### config.mk
export PLATFORM = sky130hd
export DESIGN_NAME = riscv_timer
export DESIGN_NICKNAME = d
export VERILOG_FILES = /design/src/rtl/riscv_timer.sv
export SDC_FILE = /design/constraint.sdc
export NUM_CORES = 1
export LEC_CHECK = 0
export ABC_AREA = 1
export CORE_ASPECT_RATIO = 0.8
export CORE_MARGIN = 4
export CORE_UTILIZATION = 55
export CTS_BUF_LIST = sky130_fd_sc_hd__clkbuf_4 sky130_fd_sc_hd__clkbuf_8
export CTS_CLUSTER_DIAMETER = 100
export DETAILED_ROUTE_END_ITERATION = 10
export GPL_TIMING_DRIVEN = 1
export PLACE_DENSITY = 0.75
export SLEW_MARGIN = 20
export SYNTH_ARGS = -nofsm -noshare
export SYNTH_HDL_FRONTEND = slang
export SYNTH_SLANG_ARGS = --single-unit
export TNS_END_PERCENT = 100
### constraint.sdc
create_clock -name i_clk -period 8.3 [get_ports i_clk]
set_clock_uncertainty 0.2 [all_clocks]
set_input_delay 1.245 -clock i_clk [delete_from_list [all_inputs] [get_ports i_clk]]
set_output_delay 1.245 -clock i_clk [all_outputs]
set_load 0.005 [all_outputs]
### src/rtl/riscv_timer.sv
`default_nettype none
// ============================================================================
// Module      : riscv_timer
// Description : Memory-mapped machine timer on the CPU data-memory port.
//               64-bit free-running mtime advanced by a prescaler, 64-bit
//               mtimecmp, level interrupt when mtime >= mtimecmp.
//               Reads are combinational; writes are byte-lane masked and
//               take effect on the rising clock edge.
//
// Parameters  : PRESCALE  clock cycles per mtime increment (1..65536)
//               XLEN      data width (register map is 32-bit, keep at 32)
//
// Ports       : i_clk             system clock
//               i_rst             asynchronous active-high reset
//               i_timer_sel       access select from top-level decode
//               i_timer_addr      word offset (data address bits [4:2])
//               i_timer_wr_en     write strobe, qualified by i_timer_sel
//               i_timer_byte_sel  byte-lane enables
//               i_timer_wr_data   write data
//               o_timer_rd_data   read data (combinational)
//               o_timer_irq       registered timer interrupt level
//
// Register map: 0 MTIME_LO, 1 MTIME_HI, 2 MTIMECMP_LO, 3 MTIMECMP_HI,
//               4 CTRL (bit0 EN, bit1 IE), 5 STATUS (bit0 PEND, W1C),
//               6-7 unmapped.
//
// Option      : RISCV_TIMER_SNAPSHOT_EN - a read of MTIME_LO captures
//               mtime[63:32] into a shadow that MTIME_HI reads return,
//               giving a tear-free 64-bit read sequence.
//
// Revision    : 1.0  initial release
// ============================================================================
module riscv_timer #(
    parameter int PRESCALE = 1,
    parameter int XLEN     = 32
) (
    input  logic            i_clk,
    input  logic            i_rst,
    input  logic            i_timer_sel,
    input  logic [2:0]      i_timer_addr,
    input  logic            i_timer_wr_en,
    input  logic [3:0]      i_timer_byte_sel,
    input  logic [XLEN-1:0] i_timer_wr_data,
    output logic [XLEN-1:0] o_timer_rd_data,
    output logic            o_timer_irq
);

    localparam logic [2:0]  C_MTIME_LO    = 3'd0;
    localparam logic [2:0]  C_MTIME_HI    = 3'd1;
    localparam logic [2:0]  C_MTIMECMP_LO = 3'd2;
    localparam logic [2:0]  C_MTIMECMP_HI = 3'd3;
    localparam logic [2:0]  C_CTRL        = 3'd4;
    localparam logic [2:0]  C_STATUS      = 3'd5;
    localparam logic [15:0] C_CNT_MAX     = 16'(PRESCALE - 1);

    logic [63:0] r_mtime;
    logic [63:0] r_mtimecmp;
    logic [15:0] r_cnt;
    logic        r_en;
    logic        r_ie;
    logic        r_pend;
    logic        r_irq;

    logic        w_wr;
    logic        w_rd;
    logic        w_mtime_wr;
    logic        w_tick;
    logic        w_match;
    logic [31:0] w_mask;
    logic [31:0] w_mtime_hi_rd;

    // A write with no byte lanes enabled is treated as no access at all,
    // so it also leaves the prescaler alone.
    assign w_wr       = i_timer_sel & i_timer_wr_en & (|i_timer_byte_sel);
    assign w_rd       = i_timer_sel & ~i_timer_wr_en;
    assign w_mtime_wr = w_wr & ((i_timer_addr == C_MTIME_LO) |
                                (i_timer_addr == C_MTIME_HI));
    assign w_tick     = r_en & (r_cnt == C_CNT_MAX);
    assign w_match    = (r_mtime >= r_mtimecmp);
    assign w_mask     = {{8{i_timer_byte_sel[3]}}, {8{i_timer_byte_sel[2]}},
                         {8{i_timer_byte_sel[1]}}, {8{i_timer_byte_sel[0]}}};

    function automatic logic [31:0] merge(input logic [31:0] old_val,
                                          input logic [31:0] new_val,
                                          input logic [31:0] mask);
        merge = (old_val & ~mask) | (new_val & mask);
    endfunction

    always_ff @(posedge i_clk or posedge i_rst) begin
        if (i_rst) begin
            r_mtime    <= 64'd0;
            r_mtimecmp <= {64{1'b1}};
            r_cnt      <= 16'd0;
            r_en       <= 1'b0;
            r_ie       <= 1'b0;
            r_pend     <= 1'b0;
            r_irq      <= 1'b0;
        end else begin
            // Prescaler restarts on any mtime write so the next tick is a
            // full period after software sets the time.
            if (w_mtime_wr) begin
                r_cnt <= 16'd0;
            end else if (r_en) begin
                r_cnt <= w_tick ? 16'd0 : r_cnt + 16'd1;
            end

            // CPU write beats a same-cycle tick: no increment at all.
            if (w_wr && i_timer_addr == C_MTIME_LO) begin
                r_mtime[31:0] <= merge(r_mtime[31:0], i_timer_wr_data, w_mask);
            end else if (w_wr && i_timer_addr == C_MTIME_HI) begin
                r_mtime[63:32] <= merge(r_mtime[63:32], i_timer_wr_data, w_mask);
            end else if (w_tick) begin
                r_mtime <= r_mtime + 64'd1;
            end

            if (w_wr && i_timer_addr == C_MTIMECMP_LO) begin
                r_mtimecmp[31:0] <= merge(r_mtimecmp[31:0], i_timer_wr_data, w_mask);
            end
            if (w_wr && i_timer_addr == C_MTIMECMP_HI) begin
                r_mtimecmp[63:32] <= merge(r_mtimecmp[63:32], i_timer_wr_data, w_mask);
            end

            if (w_wr && i_timer_addr == C_CTRL && i_timer_byte_sel[0]) begin
                r_en <= i_timer_wr_data[0];
                r_ie <= i_timer_wr_data[1];
            end

            // Set has priority over the W1C clear.
            if (w_match) begin
                r_pend <= 1'b1;
            end else if (w_wr && i_timer_addr == C_STATUS &&
                         i_timer_byte_sel[0] && i_timer_wr_data[0]) begin
                r_pend <= 1'b0;
            end

            r_irq <= r_ie & w_match;
        end
    end

`ifdef RISCV_TIMER_SNAPSHOT_EN
    logic [31:0] r_shadow;

    always_ff @(posedge i_clk or posedge i_rst) begin
        if (i_rst) begin
            r_shadow <= 32'd0;
        end else if (w_wr && i_timer_addr == C_MTIME_HI) begin
            r_shadow <= merge(r_mtime[63:32], i_timer_wr_data, w_mask);
        end else if (w_rd && i_timer_addr == C_MTIME_LO) begin
            r_shadow <= r_mtime[63:32];
        end
    end

    assign w_mtime_hi_rd = r_shadow;
`else
    assign w_mtime_hi_rd = r_mtime[63:32];
`endif

    always_comb begin
        o_timer_rd_data = '0;
        if (w_rd) begin
            case (i_timer_addr)
                C_MTIME_LO:    o_timer_rd_data = r_mtime[31:0];
                C_MTIME_HI:    o_timer_rd_data = w_mtime_hi_rd;
                C_MTIMECMP_LO: o_timer_rd_data = r_mtimecmp[31:0];
                C_MTIMECMP_HI: o_timer_rd_data = r_mtimecmp[63:32];
                C_CTRL:        o_timer_rd_data = {30'd0, r_ie, r_en};
                C_STATUS:      o_timer_rd_data = {31'd0, r_pend};
                default:       o_timer_rd_data = '0;
            endcase
        end
    end

    assign o_timer_irq = r_irq;

endmodule
`default_nettype wire
---- After elaboration in Yosys (flattened, before gate mapping) ----
Index checks and enable logic that the tools add are counted.
word-level totals
  RAM bits ................................ 0
  bits in latches ......................... 0
  output and inout port bits .............. 33
  ROM bits ................................ 0
  memories ................................ 0
  bits in registers ....................... 148
operators by class
  bitwise logic cells ..................... 19
  shift-type cells ........................ 0
  mux-type cells .......................... 11
  equality and inequality tests ........... 6
  order comparisons ....................... 1
  div/mod/pow operators ................... 0
  multipliers ............................. 0
  reductions and logical operators ........ 18
  add/subtract/negate cells ............... 2
operators by type and width
  operator                 number
  $pmux W32 S6             1
  $and A32 B32 Y32         5
  $mux W32                 4
  $or A32 B32 Y32          4
  $add A64 B1 Y64 const B  1
  $ge A64 B64 Y1           1
  $mux W64                 1
  $mux W16                 3
  $not A32 Y32             1
  $add A16 B1 Y16 const B  1
  $logic_not A16 Y1        1
  $logic_and A1 B1 Y1      9
  $reduce_bool A2 Y1       4
  $and A1 B1 Y1            6
  $eq A3 B2 Y1 const B     2
  $eq A3 B3 Y1 const B     2
  $reduce_and A2 Y1        2
  $reduce_or A4 Y1         1
  $eq A3 B1 Y1 const B     1
  $logic_not A3 Y1         1
  $mux W1                  2
  $ne A2 B2 Y1 const B     1
  $not A1 Y1               2
  $or A1 B1 Y1             1

---- Logic depth before layout (Yosys ltp) ----
  word-level depth ........................ 7
  gate-level depth with buffers ........... 15
  mapped depth without buffers ............ 15

---- Least setup slack after synthesis ----
OpenSTA, ideal clock, no wires.
  kind .................................... input port to output port
  start point ............................. input port i_timer_addr[2]
  end point ............................... output port o_timer_rd_data[23]
  cell stages on the path ................. 7
  data arrival time ....................... 2.441 ns
  buffers on the path ..................... 2
  slack ................................... 4.414 ns
  cell sequence ........................... buf_2 -> nor3_4 -> inv_1 -> clkbuf_1 -> o22ai_1 -> a221oi_1 -> nor2_1
on the way
  word-level cells in the longest chain between the ends .. 3
ends and longest elaborated chain
  what                                        line  text
  start: declaration                          40    input logic [2:0] i_timer_addr,
  $eq A3 B3 Y1, or another cell as far along  161   case (i_timer_addr)
  $pmux W32 S6 *                              161
  $mux W32 *                                  160   if (w_rd) begin
  end: declaration                            44    output logic [XLEN-1:0] o_timer_rd_data,
Mark *: on every way between the ends. The rest lies on a longest branch, timed or not.

---- Worst setup path in the final report ----
  start point ............................. input port i_timer_addr[2]
  end point ............................... output port o_timer_rd_data[15]
Same word-level chain as after synthesis.

==> reports/metrics.cfg <==
[outcome]
status=completed

[global_routing]
grt_max_degree=82
overflow=0
grt_pass1_wl_um=67160
grt_pass1_vias=11720
antenna_found_initial=0
track_usage_pct=37.82

[timing]
slew_headroom_pct=22.15
holdWs_ns=0.2778
worstMarginPinSlew_ns=1.166
layout_min_cycle_time_ns=5.836
tns_ns=0
setup_violations=0
maxSlewViolCount=0
fin_crit_sh_pct=70.31
hold_viol=0
fmax_mhz=171.4
rsz0062_at_grt=false

[power_and_ir_drop]
p_int_uw=1767
p_sw_uw=1582
p_comb_share_pct=43.4
worst_ir_drop_vdd_mv=0.1328
p_sw_share_pct=47.23
finalPower_uw=3349
power_leakage_uw=0.005679
power.share.clock_pct=19.2
powerDensity_mw_per_mm2=262.9
seqPwrFrac_pct=37.4

[yosys]
syn_avg_cell_area_um2=6.699
synthesis.area_mm2=0.01138
synth_nets=1809
synth_warnings=0
synth_seq_cells=148
synth_cell_types=38
yosysSeqAreaShare_pct=33.24
syn-instance-count=1699

[route]
dr.pass1.iters=6
wl_um=43220
drt-vias-per-instance=6.127
final_antenna_net_count=0
wl_per_cell_um=21.29
drc=0
num_vias=12440
dr.first_iter.drc_count=1826

[critical_path]
crit_fanout=24
worstPathArrival_ns=4.39
critPathLaunch=i_timer_addr[2]
cp.required_ns=6.86
worstSetupPathType=input pin to output pin
crit_path_end_kind=output pin
r2r_setup_slack_ns=5.18
critPathLaunchType=input pin
reg2regPathDepth=10

[placed_design]
numPortBuffers=75
dpl_cell_area_mm2=0.01231
place_congestion=1.157
dpl.hpwl_um=32590

[clock_tree]
cts_buffer_depth=2
cts_tree=done
htree_levels=4
postCtsResizedCells=0
cts_inserted_buffers=17
postCtsSetupBuffers=0
clock_latency_ns=0.49
root_buffer=clkbuf_8
clkTransAtPathRegs_ns=0.09
postCtsHoldBufs=0
cts.sinks=148

[floorplan]
io_pins=76
core_area_mm2=0.02009
fp.dieW_um=168.8
die_area_mm2=0.02307
rows=46
start_util_pct=56.67
dieHeight_um=136.7

[finish]
final_area_mm2=0.01274
final_core_util_pct=63.41
num_antenna_cells=0
nNetsFinal=1863
layout_common_cells=439 x nand2_1, 224 x inv_1, 191 x nor2_1
syn2layout_area_growth_pct=11.90
final_common_cell=nand2_1
drive_gt1_share_pct=8.097

[hold_path]
hp-class=register to register
hold_depth=2

[flow_run]
cap_viol_max_count=0

[worst max-delay path: stages]
cell             delay, ns
clkdlybuf4s50_1       0.66
nor3_4                0.61
inv_1                 0.71
o22ai_1               0.43
a221oi_1              0.10
nor2_1                0.11
clkdlybuf4s50_1       0.51
[how the worst max path moves through the flow]
stage / end / slack (ns) / depth (start not counted)
2_1_floorplan: async pin / 2.98 / 1
3_3_place_gp: o_timer_rd_data[1] / 2.63 / 7
3_5_place_dp: o_timer_rd_data[31] / 2.55 / 8
4_1_cts: o_timer_rd_data[15] / 2.55 / 8
5_1_grt: o_timer_rd_data[9] / 2.34 / 7
6_report: o_timer_rd_data[15] / 2.46 / 7
[kinds of logic after synthesis]
| logic type | after synthesis | share of synthesized area, % |
|---|---|---|
| AND/OR/NAND/NOR | 873 | 32.96 |
| XOR/XNOR | 21 | 1.616 |
| AO/OA/AOI/OAI | 304 | 15.09 |
| flip-flops | 148 | 33.24 |
| adder cells (fa/ha/maj) | 67 | 7.365 |
| buffers and inverters | 286 | 9.728 |
[cell usage after synthesis]
library cell	n	area, um2
a211oi_1	1	7.510
a21oi_1	84	420.4
a221oi_1	30	262.8
a31oi_1	3	18.77
and2_1	2	12.51
buf_1	1	3.750
buf_2	15	75.07
buf_4	2	15.01
buf_6	1	11.26
clkbuf_1	27	101.4
dfrtp_1	84	2102
dfstp_2	64	1682
ha_1	67	838.3
inv_1	225	844.6
inv_2	15	56.30
nand2_1	439	1648
nand2_2	6	37.54
nand3_1	106	530.5
nand3_2	1	10.01
nand3_4	1	17.52
nand3b_1	3	22.52
nand4_1	48	300.3
nor2_1	191	716.9
nor2_2	7	43.79
nor2_4	2	22.52
nor3_1	56	280.3
nor3_4	4	65.06
nor4_1	4	25.02
o211ai_1	2	15.01
o21a_1	2	15.01
o21ai_0	94	470.5
o21ai_1	37	185.2
o21ai_2	1	8.760
o22ai_1	49	306.5
o31ai_1	1	7.510
or2_2	3	18.77
xnor2_1	1	8.760
xor2_1	20	175.2
[metrics by stage]
stage               std cells  setup slack [ns]
global placement         1998             2.630
finish                   2030             2.464
global route             2030             2.337
CTS                      2030             2.546
floorplan                1699             2.981
detailed placement       1998             2.553
[layout make-up]
| class | instances | area (um2) |
|---|---|---|
| Tap cell | 264 | 330.3 |
| Timing Repair Buffer | 81 | 799.5 |
| Multi-Input combinational cell | 1265 | 6491 |
| Clock inverter | 11 | 150.1 |
| Sequential cell | 148 | 3784 |
| Fill cell | 1872 | 7350 |
| Inverter | 240 | 905.9 |
| Clock buffer | 21 | 276.5 |
[power groups by stage]
| stage | clock [uW] | sequential (uW) | combinational, uW |
|---|---|---|---|
| finish | 642 | 1250 | 1450 |
| global route | 674 | 1270 | 1640 |
| CTS | 644 | 1230 | 1410 |
| detailed placement | 0 | 1240 | 1400 |
| global placement | 0 | 1240 | 1360 |
| floorplan | 0 | 1130 | 1020 |
[routing by layer]
layer / routed length (um) / up-vias / global-route usage (%)
met1: 18090 / 5777 / 52.98
met2: 18130 / 809 / 56.60
met4: 1432 / 0 / 11.99
met3: 5568 / 107 / 11.15
li1: - / 5745 / -
met5: 0 / - / 0
Power figures use the tool's default switching activity.
